## config.mk

```make
export PLATFORM = sky130hd
export DESIGN_NAME = mips_mem_arbiter
export DESIGN_NICKNAME = d
export VERILOG_FILES = /design/src/rtl/mips_mem_arbiter.sv
export SDC_FILE = /design/constraint.sdc
export NUM_CORES = 1
export LEC_CHECK = 0
export BUFFER_PORTS_ARGS = -buffer_cell sky130_fd_sc_hd__buf_4
export CORE_ASPECT_RATIO = 2
export CORE_MARGIN = 4
export CORE_UTILIZATION = 40
export DETAILED_ROUTE_END_ITERATION = 10
export PLACE_DENSITY_LB_ADDON = 0.12
export RECOVER_POWER = 25
export SLEW_MARGIN = 5
export SYNTH_ARGS = -nofsm -noshare
export SYNTH_HDL_FRONTEND = slang
export SYNTH_SLANG_ARGS = --single-unit
```

## constraint.sdc

```tcl
create_clock -name clk -period 4.35 [get_ports clk]
set_clock_uncertainty 0.15 [all_clocks]
set_input_delay 0.435 -clock clk [delete_from_list [all_inputs] [get_ports clk]]
set_output_delay 0.435 -clock clk [all_outputs]
set_load 0.02 [all_outputs]
```

## src/rtl/mips_mem_arbiter.sv

```systemverilog
// Two-port arbiter that lets the multicycle MIPS CPU and an external loader/DMA share one memory.
// Define ARB_RR_EN for strict round-robin on contested requests; otherwise CPU priority with starvation bound.
module mips_mem_arbiter #(
    parameter int AW         = 32,
    parameter int DW         = 32,
    parameter int MEM_LAT    = 2,
    parameter int STARVE_MAX = 4
) (
    input  logic          clk,
    input  logic          rst,
    input  logic          cpu_req,
    input  logic          cpu_we,
    input  logic [AW-1:0] cpu_addr,
    input  logic [DW-1:0] cpu_wdata,
    output logic [DW-1:0] cpu_rdata,
    output logic          cpu_done,
    output logic          cpu_stall,
    input  logic          ext_req,
    input  logic          ext_we,
    input  logic [AW-1:0] ext_addr,
    input  logic [DW-1:0] ext_wdata,
    output logic [DW-1:0] ext_rdata,
    output logic          ext_done,
    output logic          mem_read,
    output logic          mem_write,
    output logic [AW-1:0] mem_addr,
    output logic [DW-1:0] mem_wdata,
    input  logic [DW-1:0] mem_rdata
);
    localparam int LW = $clog2(MEM_LAT + 1);
    localparam logic [LW-1:0] LAT_MAX = LW'(MEM_LAT);

    typedef enum logic [1:0] {IDLE, BUSY, DONE} state_t;

    state_t        state;
    logic [LW-1:0] lat_cnt;
    logic          gnt_ext;
    logic          pick_ext;
    logic          contested;
    logic          pick_we;

    assign contested = cpu_req & ext_req;
    assign cpu_stall = cpu_req & ~cpu_done;
    assign pick_we   = pick_ext ? ext_we : cpu_we;

`ifdef ARB_RR_EN
    logic last_ext;

    always_comb begin
        pick_ext = ext_req;
        if (contested) pick_ext = ~last_ext;
    end

    always_ff @(posedge clk or posedge rst) begin
        if (rst)
            last_ext <= 1'b1;
        else if (state == IDLE && (cpu_req || ext_req))
            last_ext <= pick_ext;
    end
`else
    localparam int SW = $clog2(STARVE_MAX + 1);
    localparam logic [SW-1:0] SMAX = SW'(STARVE_MAX);

    logic [SW-1:0] starve_cnt;

    always_comb begin
        pick_ext = ext_req;
        if (contested) pick_ext = (starve_cnt == SMAX);
    end

    // Only contested CPU wins count toward forcing an EXT grant.
    always_ff @(posedge clk or posedge rst) begin
        if (rst)
            starve_cnt <= '0;
        else if (state == IDLE && (cpu_req || ext_req)) begin
            if (pick_ext)
                starve_cnt <= '0;
            else if (contested && starve_cnt != SMAX)
                starve_cnt <= starve_cnt + 1'b1;
        end
    end
`endif

    always_ff @(posedge clk or posedge rst) begin
        if (rst) begin
            state     <= IDLE;
            lat_cnt   <= '0;
            gnt_ext   <= 1'b0;
            mem_read  <= 1'b0;
            mem_write <= 1'b0;
            mem_addr  <= '0;
            mem_wdata <= '0;
            cpu_rdata <= '0;
            ext_rdata <= '0;
            cpu_done  <= 1'b0;
            ext_done  <= 1'b0;
        end else begin
            case (state)
                IDLE: begin
                    if (cpu_req || ext_req) begin
                        gnt_ext   <= pick_ext;
                        mem_addr  <= pick_ext ? ext_addr : cpu_addr;
                        mem_wdata <= pick_ext ? ext_wdata : cpu_wdata;
                        mem_read  <= ~pick_we;
                        mem_write <= pick_we;
                        lat_cnt   <= LW'(1);
                        state     <= BUSY;
                    end
                end
                BUSY: begin
                    if (lat_cnt == LAT_MAX) begin
                        if (mem_read) begin
                            if (gnt_ext) ext_rdata <= mem_rdata;
                            else         cpu_rdata <= mem_rdata;
                        end
                        mem_read  <= 1'b0;
                        mem_write <= 1'b0;
                        cpu_done  <= ~gnt_ext;
                        ext_done  <= gnt_ext;
                        lat_cnt   <= '0;
                        state     <= DONE;
                    end else begin
                        lat_cnt <= lat_cnt + 1'b1;
                    end
                end
                DONE: begin
                    cpu_done <= 1'b0;
                    ext_done <= 1'b0;
                    state    <= IDLE;
                end
                default: state <= IDLE;
            endcase
        end
    end
endmodule

```

# Word-level counts from Yosys, hierarchy flattened
# Cells that the tools add are included.
[classes] addsub=2 reduce_logical=15 muxes=20 bitwise=5 n_eq_ne=7
[op_table] cell="2-to-1 mux 32 bit" count=2
[op_table] cell="AND reduction 2 bit" count=5
[op_table] cell="one-hot mux 1 bit (2 select lines)" count=4
[op_table] cell="one-hot mux 2 bit (2 select lines)" count=2
[op_table] cell="AND reduction 4 bit" count=2
[op_table] cell="2-to-1 mux 1 bit" count=7
[op_table] cell="2-to-1 mux 2 bit" count=3
[op_table] cell="2-to-1 mux 3 bit" count=2
[op_table] cell="nonzero test 2 bit" count=3
[op_table] cell="== test 2 bit, second input constant" count=2
[op_table] cell="adder 3 x 1 -> 3 bit, second input constant" count=1
[op_table] cell="== test 3 bit, second input constant" count=1
[op_table] cell="inequality test 3 bit, second input constant" count=1
[op_table] cell="inverter 1 bit" count=3
[op_table] cell="AND reduction 3 bit" count=1
[op_table] cell="adder 2 x 1 -> 2 bit, second input constant" count=1
[op_table] cell="bitwise AND 1 bit" count=2
[op_table] cell="== test 2 x 1 -> 1 bit, second input constant" count=1
[op_table] cell="logical AND 1 bit" count=2
[op_table] cell="zero test 2 bit" count=1
[op_table] cell="inequality test 2 x 1 -> 1 bit, second input constant" count=1
[op_table] cell="inequality test 2 bit, second input constant" count=1
[op_table] cell="logical OR 1 bit" count=1
[totals] reg_bits=140 input_bits=166

# Depth between registers and ports, before layout
# Gate-level depths: netlist of the first run.
[depth] depth_word=6 depth_mapped=8

# Worst setup path before layout of the first run
# No wires, ideal clock.
[synth_path] path_type="register -> register" start="register starve_cnt[0]" end="register mem_wdata[11]" path_stages_with_launch=9 arrival_time_ns=1.505 required_ns=4.113 setup_slack_ns=2.609 path_buffers=3 cell_sequence="dfrtp_1 -> inv_1 -> ha_1 -> a21bo_1 -> buf_2 -> buf_2 -> clkbuf_1 -> nand4_1 -> o211ai_1"
[synth_between] elab_chain_len=3
[synth_lines] element="from (decl)" line="64" text="logic [SW-1:0] starve_cnt;"
[synth_lines] element="from (signal assigned)" line="79" text="starve_cnt <= starve_cnt + 1'b1;"
[synth_lines] element="== test 3 bit" line="68" text="if (contested) pick_ext = (starve_cnt == SMAX);"
[synth_lines] element="2-to-1 mux 1 bit" line="68"
[synth_lines] element="2-to-1 mux 32 bit" line="103" text="mem_wdata <= pick_ext ? ext_wdata : cpu_wdata;"
[synth_lines] element="to (signal assigned)" line="103"
[synth_lines] element="to (decl)" line="27" text="output logic [DW-1:0] mem_wdata,"
# No other way between the ends.
# A chain may end at the register's enable or synchronous reset.

# Worst setup path in the final report of the first run
[layout_path] start="input port ext_req" end="register mem_wdata[28]"
[layout_between] elab_chain_len=3 word_cells_on_any_way=5 classes_between="mux (2); bitwise (1); reduce/logical (2)"
[layout_lines] element="from (decl)" line="18" text="input logic ext_req,"
[layout_lines] element="bitwise AND 1 bit" line="42" text="assign contested = cpu_req & ext_req;"
[layout_lines] element="2-to-1 mux 1 bit" line="68"
[layout_lines] element="2-to-1 mux 32 bit" line="103"
# Several ways; a longest one is shown, not always the timed one.

==> flow_summary.ini, run 1 <==
[floorplan]
pin_count = 299
start_util_pct = 40.85
core_area_sq_mm = 0.01578
die-area_sq_mm = 0.01833
die_w_um = 97.76
fp.dieH_um = 187.5
rows = 65

[timing]
finalHoldViolCount = 0
relSlewSlack_pct = 44.13
rsz0062_at_grt = false
final.period_utilization_pct = 56.10
fmax_mhz = 409.8
setup_tns_ps = 0
final_max_slew_viol_count = 0
fin_ws_ps = 1910
setup-violations-final = 0
tightest_slew_ps = 838.1
fin_hold_ws_ps = 97.66
fin_crit_ps = 2440

[clocking]
clk_latency_ps = 410
cts_num_sinks = 140
clk_pin_slew_ps = 60
cts_root_buf = clkbuf_16
numCtsBuffers = 17
cts_tree = done
cts_max_level = 4
cts_max_path_buffers = 2
post_cts_buffers = 0

[place]
numPortBuffers = 298
hpwlAfterDp_um = 14960
finalWeightedCongestion = 0.8158
pre_cts_slack_ps = 1472

[yosys]
syn_nets = 748
yosys_warnings = 0
synth_cell_type_count = 34
yosysSeqAreaShare_pct = 54.36
syn_area_sq_mm = 0.006445
async_reset_ff_share_pct = 100.0
synth_top_cell_area_share_pct = 54.36
synth_area_leaders = dfrtp_1 (54%), mux2_2 (11%), o211ai_1 (7.7%)
yosys.area.top_type = dfrtp_1
ys_ff_latch = 140
synth_top_flop_cell = dfrtp_1
synth_edf_count = 0
syn_inst = 580
syn_area_per_cell_sq_um = 11.11

[routing]
wl_um = 20860
drt_iter0_drc = 248
avgRoutedWirePerCell_um = 19.80
drc_errors = 0
vias_per_cell = 5.677
drtAntennaViolNets = 0
num_vias = 5984
dr.pass1.iters = 5

[grt]
grt-busiest-layer = met2
met2_usage_pct = 39.05
met3_usage_pct = 6.143
grt_pass1_wl_um = 32710
grt_pass1_vias = 6287
grtUsageTotal_pct = 22.32
grt_antenna_before_repair = 0
grt.met1_usage_pct = 24.10
grt_max_degree = 74
grt_remaining_overflow = 0

[outcome]
outcome = finished, final reports clean

[critical_path]
startpoint_type = primary input
cp_max_fo = 73
cp-end-kind = register
critPathKind = primary input to register
critPathArrivalTime_ps = 2620
crit_required_ps = 4530
regToRegSetupSlack_ps = 2010

[final_layout]
post-route-util_pct = 58.20
antenna_cells = 0
num-fill-cells = 1421
final_common_cell = buf_4
fin_nets = 1009
layout-drive-gt1-share_pct = 43.96
final_cell_mix = buf_4 (273), dfrtp_1 (140), nand3_1 (66), nand4_1 (66), o211ai_1 (66)
synthToLayoutAreaGrowth_pct = 42.48

[hold_path]
min_path_type = primary input to register

[power]
fin_total_pwr_mw = 7.061
leakage_nw = 4.001
p_per_area_mw_per_mm2 = 769.0
ir_drop_v = 0.0005061

[run]
max_cap_viol_count = 0
-- worst max-delay path, stage by stage --
cell	delay [ps]
buf_4	600
or2_2	790
buf_4	400
nand3_1	130
o211ai_1	210
-- power by group --
part	internal [mW]	switching, mW	total [mW]
sequential	1.96	0.380	2.34
clock	0.926	0.548	1.47
combinational	1.34	1.91	3.25
-- routing by layer --
metal,share of wire (%),vias to the layer above
met5,0,-
met4,4.4,0
met3,7.8,58
met2,53,287
met1,35,2917
li1,-,2722
-- cell families (layout without fill, tap and decap cells) --
group                    count (synthesis)  after routing  share of synthesized area [%]
adder cells (fa/ha/maj)                  2              2                         0.3882
flip-flops                             140            140                          54.36
AO/OA/AOI/OAI                          147            147                          14.62
buffers and inverters                   71            344                          5.203
multiplexers                            65             65                          11.36
AND/OR/NAND/NOR                        155            155                          14.08
-- synth_stat cells (3+ instances only) --
cell and number:
o21ai_0 60, buf_2 19, inv_1 5, o21ai_1 7, nand2b_1 5, dfrtp_1 140, buf_6 6, nand4_1 66
nor2_1 5, mux2_2 61, nand3_1 66, o211ai_1 66, clkbuf_1 40, mux2_1 4, a22o_1 3, nor2b_1 4
-- sequential cells by signal, indices dropped and copies added, names as in the netlist --
signal      flops
starve_cnt      3
lat_cnt         2
gnt_ext         1
ext_done        1
mem_write       1
mem_addr       32
cpu_done        1
state           2
cpu_rdata      32
mem_read        1
ext_rdata      32
mem_wdata      32
-- layout make-up --
| cell class | count | area (sq um) | share of cell area (%) |
|---|---|---|---|
| inverter | 5 | 23.77 | 0.2589 |
| tap | 201 | 251.5 | 2.739 |
| clock inverter | 11 | 143.9 | 1.567 |
| timing repair buffer | 308 | 2187 | 23.82 |
| clock buffer | 20 | 456.7 | 4.973 |
| multi-input combinational | 369 | 2616 | 28.49 |
| sequential | 140 | 3503 | 38.15 |
-- per-stage QoR --
stage / area [sq um] / cells
floorplan: 6445 / 580
global placement: 8703 / 1022
detailed placement: 8703 / 1022
CTS: 9314 / 1054
global route: 9183 / 1054
finish: 9183 / 1054
-- worst paths after layout --
path,start,end,cells after the start
min in group asynchronous,rst,cpu_rdata[24]$_DFFE_PP0P_,3
hold reg to reg,cpu_rdata[30]$_DFFE_PP0P_,cpu_rdata[30]$_DFFE_PP0P_,1
max in group asynchronous,rst,mem_wdata[13]$_DFFE_PP0P_,4
hold / removal,mem_rdata[30],cpu_rdata[30]$_DFFE_PP0P_,2
setup / recovery,ext_req,mem_wdata[28]$_DFFE_PP0P_,5
setup reg to reg,starve_cnt[0]$_DFFE_PP0P_,mem_wdata[17]$_DFFE_PP0P_,6
-- repair_timing --
item | CTS | global route
gates resized for setup | 0 | 0
endpoints found under the setup margin | 0 | 0
hold buffers | 1 | 0
hold endpoints to repair | 57 | 0
No activity file was read; power rests on OpenSTA's default activity.
==> run 2: changes to the inputs <==
- ABC_AREA: not set -> 1
- clock period: 4.35 -> 2.5 ns (I/O delays scaled with it)
==> run 2 against run 1 <==
  * Cell area increased by 18%
  * Total power increased by 74%
  * Largest cell class is now non-clock buffers
  * Critical endpoint is now mem_addr[19]$_DFFE_PP0P_
  * Synthesized cell count increased by 55%
  * Area after synthesis increased by 3.6%
  * Critical path depth increased by 2
  * Clock power increased by 82%
  * Sequential power increased by 68%
  * Cell count increased by 44%
  * Core utilization increased by 8.3 points
  * Worst hold slack got worse by 87 ps
  * Setup slack got worse by 1800 ps
==> flow_summary.ini, run 2 <==
[clocking]
cts_num_sinks = 140
cts_root_buf = clkbuf_16
clk_latency_ps = 410
cts_tree = done
cts_max_path_buffers = 2
post_cts_buffers = 0
clk_pin_slew_ps = 60
cts_max_level = 4
numCtsBuffers = 17

[critical_path]
critPathKind = register to register
rr_startpoint = state[1]$_DFFE_PP0P_
cp-end-kind = register
crit_required_ps = 2700
crit_start = state[1]$_DFFE_PP0P_
crit_end = mem_addr[19]$_DFFE_PP0P_
regToRegSetupSlack_ps = 150
cp_cell_sequence = nor2_1 -> o21ai_4 -> inv_2 -> buf_4 -> nand3_1 -> dlygate4sd3_1 -> nand2_1
startpoint_type = register
crit_cells = 7
crit_buf_inv = 3
crit_path_max_incr_delay_ps = 560
crit_family = buffers and inverters
cp_max_fo = 27
ff2ff_path_depth = 7
r2r_end = mem_addr[19]$_DFFE_PP0P_
cpMaxStageDelayCell = dlygate4sd3_1
critPathArrivalTime_ps = 2550

[yosys]
synth_edf_count = 0
yosys_warnings = 0
post-synth-top-count-cell = nand2_1
syn_area_sq_mm = 0.006674
yosys.area.top_type = dfrtp_1
yosysSeqAreaShare_pct = 52.49
syn_nets = 1066
synth_cell_type_count = 18
ys_ff_latch = 140
async_reset_ff_share_pct = 100.0
syn_area_per_cell_sq_um = 7.432
synth_top_flop_cell = dfrtp_1
syn_inst = 898
synth_common_cells = nand2_1 (373), nand3_1 (171), inv_1 (141)
synth_area_leaders = dfrtp_1 (52%), nand2_1 (21%), nand3_1 (13%)
synth_top_cell_area_share_pct = 52.49

[floorplan]
fp.dieH_um = 190.7
rows = 66
core_area_sq_mm = 0.01635
start_util_pct = 40.82
die-area_sq_mm = 0.01894
pin_count = 299
die_w_um = 99.34

[power]
p_per_area_mw_per_mm2 = 1131
ir_drop_v = 0.0006076
leakage_nw = 6.069

[final_layout]
final_common_cell = nand2_1
seqCellArea_sq_mm = 0.003503
final_cell_mix = nand2_1 (371), buf_4 (308), nand3_1 (171), inv_1 (140), dfrtp_1 (140)
post-route-util_pct = 66.45
multi_input_area_sq_mm = 0.002385
design_area_sq_mm = 0.01087
fin_nets = 1466
synthToLayoutAreaGrowth_pct = 62.80
antenna_cells = 0
layout-drive-gt1-share_pct = 26.70
num-fill-cells = 1446

[routing]
drtAntennaViolNets = 0
drt_iter0_drc = 255
drc_errors = 0
avgRoutedWirePerCell_um = 14.40
vias_per_cell = 4.645
num_vias = 7037
wl_um = 21820
dr.pass1.iters = 4

[grt]
grt_max_degree = 74
grt_pass1_wl_um = 35150
grtUsageTotal_pct = 23.41
grt_pass1_vias = 7173
grt_antenna_before_repair = 0
grt_remaining_overflow = 0

[hold_path]
hp-start = cpu_addr[3]
min_path_type = primary input to register

[timing]
tightest_slew_ps = 1006
fin_crit_ps = 2353
final.period_utilization_pct = 94.11
relSlewSlack_pct = 32.93
fin_ws_ps = 147.2
rsz0062_at_grt = false
fin_hold_ws_ps = 10.61
setup_tns_ps = 0
fmax_mhz = 425.0
finalHoldViolCount = 0
setup-violations-final = 0
final_max_slew_viol_count = 0

[place]
hpwlAfterDp_um = 14830
pre_cts_slack_ps = 523.1
placed_cell_area_sq_mm = 0.009074
numPortBuffers = 298
finalWeightedCongestion = 0.8059

[outcome]
outcome = finished, final reports clean

[run]
max_cap_viol_count = 0
run 2: changes by cell type in the layout (fill, tap and decap cells not counted), sizes merged, moves of 3 or more:
cell         before  now
mux2             65    0
nand3            68  171
nor2b             4    0
nand2b            5    0
nand4            66    0
nand2             1  373
a22o              3    0
o21ai            67    9
dlygate4sd3       1  119
buf             273  310
inv               5  142
o211ai           66    0
clkbuf           54   24
run 2: layer usage:
layer / share of wire, % / track usage (%) / vias to the layer above
li1: - / - / 3505
met1: 37 / 25.18 / 3266
met2: 55 / 43.81 / 228
met3: 5.6 / 4.687 / 38
met4: 2.9 / 9.416 / 0
met5: 0 / 0 / -
run 2: timing repair:
item,in CTS,in global routing
endpoints found under the setup margin,0,1
endpoints found under the hold margin,130,0
hold buffers,119,0
resized for setup,0,1
run 2: cell families (layout without fill, tap and decap cells):
group | count (synthesis) | count (layout) | synth area share [%]
buffers and inverters | 194 | 607 | 11.96
flip-flops | 140 | 140 | 52.49
XOR/XNOR | 1 | 1 | 0.1313
AND/OR/NAND/NOR | 551 | 551 | 34.23
adder cells (fa/ha/maj) | 2 | 2 | 0.3749
AO/OA/AOI/OAI | 10 | 10 | 0.8060
run 2: stage by stage:
| step | power (mW) | instances |
|---|---|---|
| 4_1_cts | 12.43 | 1515 |
| 3_3_place_gp | 9.340 | 1364 |
| 5_1_grt | 13.10 | 1515 |
| 3_5_place_dp | 9.407 | 1364 |
| 6_report | 12.28 | 1515 |
| 2_1_floorplan | 6.926 | 898 |
run 2: area by class of cell:
type,instances,area share (%)
clock buffers,21,4.238
clock inverters,11,1.532
inverters,143,4.952
multi-input cells,564,21.95
flip-flops and latches,140,32.24
well taps,204,2.349
repair buffers,432,32.74
run 2: worst min-delay path by stage:
stage | to | slack, ps | cells past startpoint
after global routing | mem_addr[14]$_DFFE_PP0P_ | 10 | 5
after floorplan | cpu_rdata[22]$_DFFE_PP0P_ | 220 | 2
final | mem_addr[3]$_DFFE_PP0P_ | 10 | 5
after detailed placement | cpu_rdata[2]$_DFFE_PP0P_ | 100 | 2
after global placement | cpu_rdata[2]$_DFFE_PP0P_ | 90 | 2
after CTS | mem_wdata[22]$_DFFE_PP0P_ | 0.1 | 5
run 2: power by group:
group          switching (mW)  internal, mW  leakage (nW)  total [mW]
Sequential              0.611          3.33          1.63        3.94
Combinational            3.31          2.37          4.14        5.68
Clock                   0.947          1.72         0.299        2.67
Total                    4.87          7.42          6.07        12.3
run 2: tightest hold or removal path: stages:
cell     delay [ps]
buf_4            80
inv_1            40
nand2_1          60
nand3_1          60
nand2_1          50
==> run 3: changes to the inputs <==
- BUFFER_PORTS_ARGS: -buffer_cell sky130_fd_sc_hd__buf_4 -> -buffer_cell sky130_fd_sc_hd__buf_2
==> run 3 against run 2 <==
  * Count of clock-buffer cells in the layout increased by 1
  * Non-clock buffer count rose by 12
  * Combinational power down 14%
  * First-iteration DRC count rose by 3.9%
  * Cell area shrank 5.9%
  * Maximum frequency grew 16%
  * Total power fell by 7.1%
  * Global-route usage up 0.86 points
  * Sequential share of layout area rose by 2.0 points
  * Flip-flop and latch count unchanged
==> flow_summary.ini, run 3 (same netlist as run 2, synthesis figures left out) <==
[timing]
setup_tns_ps = 0
fin_crit_ps = 2020
setup-violations-final = 0
finalHoldViolCount = 0
fmax_mhz = 495.0
rsz0062_at_grt = false
tightest_slew_ps = 882.6
relSlewSlack_pct = 40.83
final_max_slew_viol_count = 0
final.period_utilization_pct = 80.82

[clocking]
cts_max_path_buffers = 2
cts_root_buf = clkbuf_16
clk_latency_ps = 420
post_cts_buffers = 0
clk_pin_slew_ps = 60
cts_tree = done
cts_max_level = 4
numCtsBuffers = 17
cts_num_sinks = 140

[grt]
grt_pass1_vias = 7488
grt_remaining_overflow = 0
grtUsageTotal_pct = 24.27
grt_max_degree = 68
grt_pass1_wl_um = 36540
grt_antenna_before_repair = 0

[final_layout]
final_cell_mix = nand2_1 (371), buf_2 (295), nand3_1 (171), inv_1 (141), dfrtp_1 (140)
layout-drive-gt1-share_pct = 26.23
post-route-util_pct = 62.55
antenna_cells = 0
final_common_cell = nand2_1
fin_nets = 1478
num-fill-cells = 1444
synthToLayoutAreaGrowth_pct = 53.24

[critical_path]
regToRegSetupSlack_ps = 480
critPathArrivalTime_ps = 2180
cp_max_fo = 35
critPathKind = register to register
crit_path_max_incr_delay_ps = 380
crit_buf_inv = 2
r2r_end = mem_wdata[6]$_DFFE_PP0P_
crit_required_ps = 2660
rr_startpoint = starve_cnt[0]$_DFFE_PP0P_
cp_cell_sequence = inv_1 -> ha_1 -> nand2_1 -> nand2_2 -> nand2_2 -> buf_4 -> nand2_1 -> nand3_1 -> nand2_1
cp-end-kind = register
crit_top_cell = nand2_1
ff2ff_path_depth = 9
startpoint_type = register
cpMaxStageDelayCell = dfrtp_1
crit_family = simple AND/OR/NAND/NOR gates

[routing]
wl_um = 22690
vias_per_cell = 4.691
drc_errors = 0
num_vias = 7163
drtAntennaViolNets = 0
dr.pass1.iters = 7
drt_iter0_drc = 265
avgRoutedWirePerCell_um = 14.86

[floorplan]
die_w_um = 99.34
rows = 66
fp.dieH_um = 190.7
die-area_sq_mm = 0.01894
core_area_sq_mm = 0.01635
start_util_pct = 40.82
pin_count = 299

[power]
internal-power_mw = 6.599
power_frac_clock_pct = 22.8
ir_drop_v = 0.0004879
leakage_nw = 5.903
seq_power_share_pct = 34.4
swShare_pct = 42.15
p_sw_mw = 4.808
power_frac_comb_pct = 42.8
p_per_area_mw_per_mm2 = 1115

[hold_path]
min_path_cells = 5
whs_endpoint = mem_wdata[9]$_DFFE_PP0P_
hp-start = ext_wdata[9]
min_path_type = primary input to register

[place]
numPortBuffers = 298
hpwlAfterDp_um = 14700
finalWeightedCongestion = 0.8232

[run]
max_cap_viol_count = 0

[outcome]
outcome = finished, final reports clean
[run 3: cell count changes in the layout (fill, tap and decap cells not counted), sizes merged]
cell,delta
dlygate4sd3,+11
clkinvlp,+1
bufinv,-1
clkbuf,+3
clkinv,-1
buf,-1
[run 3: what timing repair did]
| item | 4_1_cts | 5_1_grt |
|---|---|---|
| resized for setup | 0 | 0 |
| hold buffers | 130 | 0 |
| endpoints found under the hold margin | 141 | 0 |
| endpoints found under the setup margin | 0 | 0 |
[run 3: per-stage QoR]
step / hold slack (ps) / power (mW) / std cells / setup WS [ps] / cell area [sq um]
finish: 10.49 / 11.41 / 1527 / 479.6 / 10230
CTS: 2.447 / 11.54 / 1527 / 458.7 / 10250
floorplan: 216.8 / 6.926 / 898 / 350.9 / 6678
global placement: 144.0 / 8.639 / 1365 / 542.9 / 8335
global route: 18.68 / 12.21 / 1527 / 239.1 / 10230
detailed placement: 150.9 / 8.723 / 1365 / 484.9 / 8335
[run 3: power groups by stage]
stage | logic, mW | clock network (mW) | registers, mW
2_1_floorplan | 1.80 | 0 | 5.13
3_3_place_gp | 4.71 | 0 | 3.93
3_5_place_dp | 4.79 | 0 | 3.93
4_1_cts | 4.95 | 2.66 | 3.93
5_1_grt | 5.40 | 2.76 | 4.05
6_report | 4.88 | 2.60 | 3.93
[run 3: tightest hold or removal path: stages]
cell	delay, ps
buf_2	80
inv_1	30
nand3_1	60
nand3_1	70
nand2_1	50
[run 3: area by class of cell]
type / instances / area [sq um] / area share (%)
tap: 204 / 255.2 / 2.496
sequential: 140 / 3503 / 34.25
clock buffer: 22 / 474.2 / 4.637
timing repair buffer: 444 / 2930 / 28.65
clock inverter: 10 / 138.9 / 1.358
multi-input combinational: 564 / 2387 / 23.34
inverter: 143 / 538.0 / 5.261
[run 3: how the worst max path moves through the flow]
stage | start | to | slack (ps) | cells after the start
final | starve_cnt[0]$_DFFE_PP0P_ | mem_wdata[6]$_DFFE_PP0P_ | 480 | 9
after global placement | starve_cnt[0]$_DFFE_PP0P_ | starve_cnt[0]$_DFFE_PP0P_ | 540 | 8
after detailed placement | starve_cnt[0]$_DFFE_PP0P_ | starve_cnt[2]$_DFFE_PP0P_ | 480 | 8
after floorplan | rst | cpu_done$_DFFE_PP0P_ | 350 | 1
after global routing | rst | ext_rdata[21]$_DFFE_PP0P_ | 240 | 4
after CTS | starve_cnt[0]$_DFFE_PP0P_ | starve_cnt[0]$_DFFE_PP0P_ | 460 | 8
[run 3: layer usage]
| metal | up-vias | part of all wire (%) | GRT usage, % |
|---|---|---|---|
| li1 | 3527 | - | - |
| met1 | 3284 | 37 | 25.94 |
| met2 | 288 | 52 | 43.50 |
| met3 | 64 | 6.1 | 5.529 |
| met4 | 0 | 4.4 | 13.05 |
| met5 | - | 0 | 0 |
